File: config.mk
export PLATFORM = sky130hd
export DESIGN_NAME = i2s_audio_transmitter
export DESIGN_NICKNAME = d
export VERILOG_FILES = /design/src/rtl/i2s_audio_transmitter.sv
export SDC_FILE = /design/constraint.sdc
export NUM_CORES = 1
export LEC_CHECK = 0
export CAP_MARGIN = 20
export CORE_MARGIN = 8
export CORE_UTILIZATION = 35
export DETAILED_ROUTE_END_ITERATION = 8
export MAX_ROUTING_LAYER = met4
export PLACE_DENSITY = 0.52
export SLEW_MARGIN = 20
export SYNTH_ARGS = -nofsm -noshare
export SYNTH_HDL_FRONTEND = slang
export SYNTH_SLANG_ARGS = --single-unit
export TNS_END_PERCENT = 20
File: constraint.sdc
create_clock -name sys_clk -period 2 [get_ports sys_clk]
set_input_delay 0.5 -clock sys_clk [delete_from_list [all_inputs] [get_ports sys_clk]]
set_output_delay 0.5 -clock sys_clk [all_outputs]
set_load 0.01 [all_outputs]
File: src/rtl/i2s_audio_transmitter.sv
// I2S master transmitter.
// Holds one PCM word per channel, generates bclk/ws from sys_clk, and shifts
// each word out MSB-first on sd. Everything runs in the sys_clk domain; the
// serial clock is a registered divided output, never used as a clock here.
module i2s_audio_transmitter #(
  parameter int SAMPLE_WIDTH = 16,
  parameter int CLK_DIV      = 2
) (
  input  logic                    sys_clk,
  input  logic                    sys_rst,
  input  logic                    tx_en,
  input  logic [SAMPLE_WIDTH-1:0] sample_in,
  input  logic                    sample_valid,
  input  logic                    channel_id,
  output logic                    sample_ready,
  output logic                    i2s_bclk,
  output logic                    i2s_ws,
  output logic                    i2s_sd,
  output logic                    underrun,
  output logic                    busy
);

  localparam int FRAME_BITS = 2 * SAMPLE_WIDTH;
  localparam int POS_W      = $clog2(FRAME_BITS);
  localparam int DIV_W      = (CLK_DIV > 1) ? $clog2(CLK_DIV) : 1;

  // Bit position of the last bit of a frame, the first bit of the right slot,
  // and the position at which ws goes high (one bit ahead of the right word).
  localparam logic [POS_W-1:0] POS_LAST    = POS_W'(FRAME_BITS - 1);
  localparam logic [POS_W-1:0] POS_HALF    = POS_W'(SAMPLE_WIDTH);
  localparam logic [POS_W-1:0] POS_WS_RISE = POS_W'(SAMPLE_WIDTH - 1);
  localparam logic [DIV_W-1:0] DIV_LAST    = DIV_W'(CLK_DIV - 1);

  typedef enum logic {
    ST_IDLE = 1'b0,
    ST_TX   = 1'b1
  } state_t;

  state_t                  state_q, state_d;
  logic [DIV_W-1:0]        div_q, div_d;
  logic [POS_W-1:0]        pos_q, pos_d;
  logic                    bclk_q, bclk_d;
  logic                    ws_q, ws_d;
  logic [SAMPLE_WIDTH-1:0] shift_q, shift_d;
  logic                    underrun_q, underrun_d;
  logic                    busy_q, busy_d;

  // Holding registers, index 0 = left, 1 = right.
  logic [SAMPLE_WIDTH-1:0] hold_q [2];
  logic [SAMPLE_WIDTH-1:0] hold_d [2];
  logic [1:0]              full_q, full_d;

  // Combinational helpers.
  logic                    xfer;
  logic [1:0]              latch_req;
  logic [POS_W-1:0]        pos_next;

  // The ready flag looks only at the addressed channel so a full left word
  // never blocks a right-channel write and vice versa.
  assign sample_ready = ~full_q[channel_id];
  assign xfer         = sample_valid & sample_ready;

  // Next-state logic: bit-clock divider, bit position, slot latching and
  // holding-register bookkeeping.
  always_comb begin
    state_d    = state_q;
    div_d      = div_q;
    pos_d      = pos_q;
    bclk_d     = bclk_q;
    ws_d       = ws_q;
    shift_d    = shift_q;
    busy_d     = busy_q;
    underrun_d = 1'b0;
    full_d     = full_q;
    hold_d[0]  = hold_q[0];
    hold_d[1]  = hold_q[1];
    latch_req  = 2'b00;
    // Frame length need not be a power of two, so wrap explicitly.
    pos_next   = (pos_q == POS_LAST) ? '0 : pos_q + POS_W'(1);

    case (state_q)
      ST_IDLE: begin
        div_d   = '0;
        pos_d   = '0;
        bclk_d  = 1'b0;
        ws_d    = 1'b0;
        shift_d = '0;
        busy_d  = 1'b0;
        if (tx_en) begin
          // Frame starts immediately at pos 0 with the left word loaded.
          state_d      = ST_TX;
          busy_d       = 1'b1;
          latch_req[0] = 1'b1;
        end
      end

      ST_TX: begin
        if (div_q == DIV_LAST) begin
          div_d  = '0;
          bclk_d = ~bclk_q;
          // bclk high -> low: everything visible on the serial side moves here,
          // so sd and ws are stable around the following rising edge.
          if (bclk_q) begin
            pos_d   = pos_next;
            shift_d = {shift_q[SAMPLE_WIDTH-2:0], 1'b0};
            // ws leads the data by one bit: high from pos W-1 up to 2W-2.
            ws_d    = (pos_next >= POS_WS_RISE) && (pos_next != POS_LAST);
            if (pos_q == POS_LAST) begin
              if (!tx_en) begin
                // Stop only on a frame boundary; serial lines park low.
                state_d = ST_IDLE;
                busy_d  = 1'b0;
                bclk_d  = 1'b0;
                ws_d    = 1'b0;
                shift_d = '0;
              end else begin
                latch_req[0] = 1'b1;
              end
            end else if (pos_next == POS_HALF) begin
              latch_req[1] = 1'b1;
            end
          end
        end else begin
          div_d = div_q + DIV_W'(1);
        end
      end

      default: begin
        state_d = ST_IDLE;
      end
    endcase

    // Slot latch uses the flag as it stood before this cycle's write, so a
    // word arriving in the latch cycle waits for the next frame.
    for (int i = 0; i < 2; i++) begin
      if (latch_req[i]) begin
        if (full_q[i]) begin
          shift_d   = hold_q[i];
          full_d[i] = 1'b0;
        end else begin
          shift_d    = '0;
          underrun_d = 1'b1;
        end
      end
    end

    // A write can only happen into an empty register, so it never collides
    // with a latch clearing the same flag.
    if (xfer) begin
      hold_d[channel_id] = sample_in;
      full_d[channel_id] = 1'b1;
    end
  end

  // State register with asynchronous reset; reset discards any held words.
  always_ff @(posedge sys_clk or posedge sys_rst) begin
    if (sys_rst) begin
      state_q    <= ST_IDLE;
      div_q      <= '0;
      pos_q      <= '0;
      bclk_q     <= 1'b0;
      ws_q       <= 1'b0;
      shift_q    <= '0;
      underrun_q <= 1'b0;
      busy_q     <= 1'b0;
      full_q     <= 2'b00;
      hold_q[0]  <= '0;
      hold_q[1]  <= '0;
    end else begin
      state_q    <= state_d;
      div_q      <= div_d;
      pos_q      <= pos_d;
      bclk_q     <= bclk_d;
      ws_q       <= ws_d;
      shift_q    <= shift_d;
      underrun_q <= underrun_d;
      busy_q     <= busy_d;
      full_q     <= full_d;
      hold_q[0]  <= hold_d[0];
      hold_q[1]  <= hold_d[1];
    end
  end

  assign i2s_bclk = bclk_q;
  assign i2s_ws   = ws_q;
  assign i2s_sd   = shift_q[SAMPLE_WIDTH-1];
  assign underrun = underrun_q;
  assign busy     = busy_q;

endmodule
**Yosys cells after proc, flatten, opt, wreduce, memory -nomap -nowiden**

Index checks and enable logic that the tools add are counted.

- Flip-flop bits (word level): 61
- Bits in read-only memories: 0
- Output and inout bits: 6
- Latch bits: 0
- Memory bits (writable): 0
- Memories: 0
- Bits of input ports: 21
- Word-level logic and storage cells: 95

- Order comparisons: 5
- Add/sub/neg operators: 2
- Bitwise gates (word level): 6
- Reduce and logical (&&, ||, !) cells: 6
- Eq/ne operators: 9
- Divide/modulo/power cells: 0
- Shift-type cells: 0
- Muxes and demuxes: 56
- Multipliers: 0

Operators with widths:

| kind | count |
|---|---|
| $mux 16 | 9 |
| $bwmux 32 | 1 |
| $pmux 16 s2 | 1 |
| $mux 1 | 30 |
| $demux 16 s1 | 1 |
| $mux 5 | 3 |
| $pmux 1 s2 | 6 |
| $eq 5x5->1 const B | 2 |
| $pmux 5 s2 | 1 |
| $ne 4x1->1 const B | 2 |
| $mux 2 | 3 |
| $ne 2x1->1 const B | 3 |
| $add 5x1->5 const B | 1 |
| $ge 5x4->1 const B | 1 |
| $ne 5x5->1 const B | 1 |
| $reduce_and 2->1 | 2 |
| $reduce_and 4->1 | 1 |
| $logic_and 1x1->1 | 3 |
| $not 1->1 | 3 |
| $ge 2x2->1 const B | 1 |
| $lt 1x2->1 const B | 1 |
| $lt 2x1->1 const B | 1 |
| $ne 2x2->1 const B | 1 |
| $not 1->2 | 1 |
| other kinds (5) | 5 |

**Longest topological paths before layout**

- Depth after elaboration: 11
- Gate-level depth with buffers: 10
- Mapped depth without buffers: 7

**Least setup slack after synthesis**

OpenSTA, ideal clock, no wires.

- Path type: reg-to-reg
- From: register pos_q[0]
- To: register shift_q[10]
- Data required time: 1.872 ns
- Library setup time: 0.128 ns
- Data arrival time: 1.978 ns
- Buffers on the path: 4
- Cell stages (with the launch flop): 11
- Period minus slack after synthesis: 2.106 ns
- Slack: -0.106 ns
- Cells stage by stage: dfrtp_1 > ha_1 > buf_2 > and3_2 > ha_1 > buf_2 > nor3_2 > o2111ai_1 > buf_6 > buf_12 > mux2i_1

- Word-level cells in the longest chain between the ends: 10
- Elaborated cells on any way between the ends: 20
- Those cells by class: add/sub: 1; eq/ne: 4; mux: 14; reduce/logical: 1

RTL lines:

| item | line | RTL |
|---|---|---|
| from (decl) | 41 | `logic [POS_W-1:0] pos_q, pos_d;` |
| from (signal assigned) | 172 | `pos_q <= pos_d;` |
| $add 5x1->5 or $eq 5x5->1 (tied branches) | 79, 108 |  |
| $mux 5 | 79 | `pos_next = (pos_q == POS_LAST) ? '0 : pos_q + POS_W'(1);` |
| $eq 5x5->1 | 119 | `end else if (pos_next == POS_HALF) begin` |
| $mux 1 | 119 |  |
| $mux 1 | 108 | `if (pos_q == POS_LAST) begin` |
| $mux 2 | 103 | `if (bclk_q) begin` |
| $mux 2 | 98 | `if (div_q == DIV_LAST) begin` |
| $mux 1 | 81 | `case (state_q)` |
| $ne 4x1->1 (no source line) | -- |  |
| $reduce_and 2->1 (no source line) | -- |  |
| to (signal assigned) | 175 | `shift_q <= shift_d;` |
| to (decl) | 44 | `logic [SAMPLE_WIDTH-1:0] shift_q, shift_d;` |

Parallel ways exist; a longest one is shown, timed or not. The select of a mux whose other input is x is not followed.
A chain may end at the register's enable or synchronous reset.

**Worst setup path in the final report**

- From: input port channel_id
- To: output port sample_ready

- Word-level cells in the longest chain between the ends: 3

RTL lines:

| item | line | RTL |
|---|---|---|
| from (decl) | 14 | `input logic channel_id,` |
| $mux 1 (implied by the code) (2 in series) | 60 | `assign sample_ready = ~full_q[channel_id];` |
| $not 1->1 | 60 |  |
| to (decl) | 15 | `output logic sample_ready,` |

Every way passes these cells. The select of a mux whose other input is x is not followed.

==> results.sh <==
export IMPL_combPwrFrac_pct=15.8
export IMPL_route_detailed_drc=0
export IMPL_max_freq_mhz=513.6
export IMPL_clk_latency_ns=0.33
export IMPL_post_route_util_pct=44.98
export IMPL_synthAdderAreaFrac_pct=1.590
export IMPL_drt_iter0_markers=108
export IMPL_min_period_ns=1.947
export IMPL_first_pass_iters=4
export IMPL_yosysUniqueCellTypes=47
export IMPL_synth_top_family_by_area="multiplexers"
export IMPL_crit_type="input port to output port"
export IMPL_ys_seq_area_share_pct=48.51
export IMPL_cts_root_buffer="clkbuf_8"
export IMPL_dp_slack_ns=-0.2359
export IMPL_portBuffers=26
export IMPL_numCtsBuffers=9
export IMPL_min_to="shift_q[0]$_DFFE_PP0P_"
export IMPL_setup_viol=0
export IMPL_fin_skew_ns=0.007761
export IMPL_grt_max_degree=26
export IMPL_power_density_mw_per_mm2=884.3
export IMPL_finalMaxSlewViolations=0
export IMPL_grt_overflow=0
export IMPL_routed_wl_mm=7.281
export IMPL_synth_compound_area_share_pct=14.16
export IMPL_synthCells=273
export IMPL_antennaDiodeCount=0
export IMPL_cap_violations=0
export IMPL_nets=340
export IMPL_maxSlewHeadroom_pct=69.92
export IMPL_htreeDepth=3
export IMPL_ios=27
export IMPL_ant_nets=0
export IMPL_synth_top_flop_cell="dfrtp_1"
export IMPL_gp_congestion=0.7810
export IMPL_syn_nets=298
export IMPL_core_rowCount=34
export IMPL_critPathLaunchType="input port"
export IMPL_switchingPower_mw=0.8355
export IMPL_crit_fanout=2
export IMPL_rsz0062_at_grt="no"
export IMPL_crit_arrival_ns=1.45
export IMPL_p_clk_share_pct=34.3
export IMPL_synth_edff_count=0
export IMPL_cts_tree="yes"
export IMPL_synthMuxAreaShare_pct=16.86
export IMPL_layout_drive_gt1_share_pct=27.59
export IMPL_p_leak_nw=1.755
export IMPL_hold_violations=0
export IMPL_cp_end_kind="output port"
export IMPL_synth_async_reset_ratio_pct=100.0
export IMPL_min_from="shift_q[0]$_DFFE_PP0P_"
export IMPL_dieArea_mm2=0.01228
export IMPL_dpl_cell_count=409
export IMPL_swShare_pct=24.09
export IMPL_status="finished clean"
export IMPL_avgSynthCellArea_um2=11.53
export IMPL_antenna_found_initial=0
export IMPL_start_util_pct=36.08
export IMPL_min_path_type="flop to flop"
export IMPL_mostFrequentLayoutCells="dfrtp_1 (61), mux2_2 (31), a22oi_1 (30), clkdlybuf4s50_1 (25), buf_4 (23)"
export IMPL_die_h_um=110.8
export IMPL_core_area_mm2=0.008721
export IMPL_worstReg2RegStart="pos_q[1]$_DFFE_PP0P_"
export IMPL_finalNonFillerCells=427
export IMPL_p_seq_share_pct=49.9
export IMPL_cts_sinks=61
export IMPL_track_usage_pct=12.78
export IMPL_hold_depth=2
export IMPL_vias_per_cell=5.206
export IMPL_synth_area_mm2=0.003147
export IMPL_synthToLayoutAreaGrowth_pct=24.65
export IMPL_r2r_cells=8
export IMPL_ys_warn_count=0
export IMPL_p_int_mw=2.633
export IMPL_p_total_mw=3.469
export IMPL_max_slew_worst_pin_slew_ns=0.4503
export IMPL_hold_slack_ns=0.5011
export IMPL_ir_drop_mv=0.3731
export IMPL_synth_xor_xnor_area_share_pct=0.8350
export IMPL_ys_ff_latch=61
export IMPL_r2r_slack_ns=0.09
export IMPL_hpwl_mm=4.948
export IMPL_wl_per_cell_um=17.05
export IMPL_cts_path_max_buffers=2
export IMPL_period_share_pct=97.36
export IMPL_grt_pass1_vias=2341
export IMPL_clk_pin_slew_worst_paths_ns=0.06
export IMPL_r2r_end="full_q[1]$_DFF_PP0_"
export IMPL_num_vias=2223
export IMPL_final_common_cell="dfrtp_1"
export IMPL_grt_pass1_wl_mm=12.34
export IMPL_die_w_um=110.8
export IMPL_fin_ws_ns=0.05288
export IMPL_required_ns=1.50
export IMPL_synth_simple_gate_area_share_pct=11.25
[kinds of logic after synthesis]
group / count (synthesis)
fa+ha+maj: 4
mux: 49
flops: 61
xor+xnor: 3
simple gates: 51
buf+inv: 42
compound gates: 63
[how the worst max path moves through the flow]
| stage | from | endpoint | slack [ns] | cells after the start |
|---|---|---|---|---|
| finish | channel_id | sample_ready | 0.05 | 3 |
| detailed placement | channel_id | sample_ready | -0.24 | 3 |
| global route | channel_id | sample_ready | 0.009 | 3 |
| CTS | channel_id | sample_ready | 0.04 | 3 |
| floorplan | pos_q[1]$_DFFE_PP0P_ | shift_q[10]$_DFFE_PP0P_ | 0.04 | 9 |
| global placement | channel_id | sample_ready | -0.24 | 3 |
[power groups by stage]
stage	sequential (mW)	clock, mW	combinational, mW
floorplan	1.68	0	0.416
global placement	1.75	0	0.540
detailed placement	1.76	0	0.557
CTS	1.73	1.22	0.560
global route	1.77	1.27	0.613
finish	1.73	1.19	0.549
[worst max-delay path, cell delays in order]
cell and delay (ns):
clkdlybuf4s50_1 0.50, mux2i_1 0.17, dlygate4sd2_1 0.28
[cells in the mapped netlist (2+ instances only)]
| master | n | area share [%] |
|---|---|---|
| mux2_2 | 31 | 11 |
| buf_2 | 8 | 1.3 |
| ha_1 | 4 | 1.6 |
| nand3_1 | 2 | 0.32 |
| nor2b_1 | 2 | 0.40 |
| nand2b_1 | 2 | 0.40 |
| a21boi_0 | 2 | 0.48 |
| and2_1 | 5 | 0.99 |
| o21ai_0 | 16 | 2.5 |
| nor2_1 | 2 | 0.24 |
| o211ai_1 | 2 | 0.48 |
| a22oi_1 | 30 | 7.2 |
| inv_1 | 19 | 2.3 |
| buf_4 | 4 | 0.95 |
| dfrtp_1 | 61 | 49 |
| clkbuf_1 | 7 | 0.84 |
| mux2i_1 | 17 | 5.4 |
| xor2_1 | 3 | 0.84 |
| buf_6 | 2 | 0.72 |
| nand4b_1 | 16 | 4.5 |
| nand2_1 | 12 | 1.4 |
[routing by layer]
metal	GRT usage, %	routed length (µm)	vias up
li1	-	-	1079
met1	15.80	3532	1093
met2	19.28	3457	45
met3	3.139	208	6
met4	5.766	82	0
met5	-	0	-
[area by class of cell]
class	count	area, µm²
Fill cell	820	4798
Sequential cell	61	1526
Multi-Input combinational cell	170	1441
Timing Repair Buffer	54	531.8
Clock buffer	10	137.6
Tap cell	108	135.1
Clock inverter	5	75.07
Inverter	19	75.07
[per-stage QoR]
step | cell area (µm²) | TNS [ns]
after detailed placement | 3681 | -0.2359
after CTS | 3892 | 0
final | 3923 | 0
after floorplan | 3191 | 0
after global placement | 3681 | -0.2408
after global routing | 3923 | 0
[repair_timing]
action,in CTS,in global routing
setup endpoints to repair,1,10
gates cloned,0,0
pin swaps,0,1
hold buffers,0,0
buffers inserted,0,3
resized for setup,1,1
[state kept, by name, indices dropped and copies added, names as in the netlist]
signal,count
pos_q,5
full_q,2
shift_q,16
underrun,1
i2s_ws,1
i2s_bclk,1
hold_q,32
div_q,1
state_q,1
busy,1
Note: power is estimated with default switching activity, not from simulation.
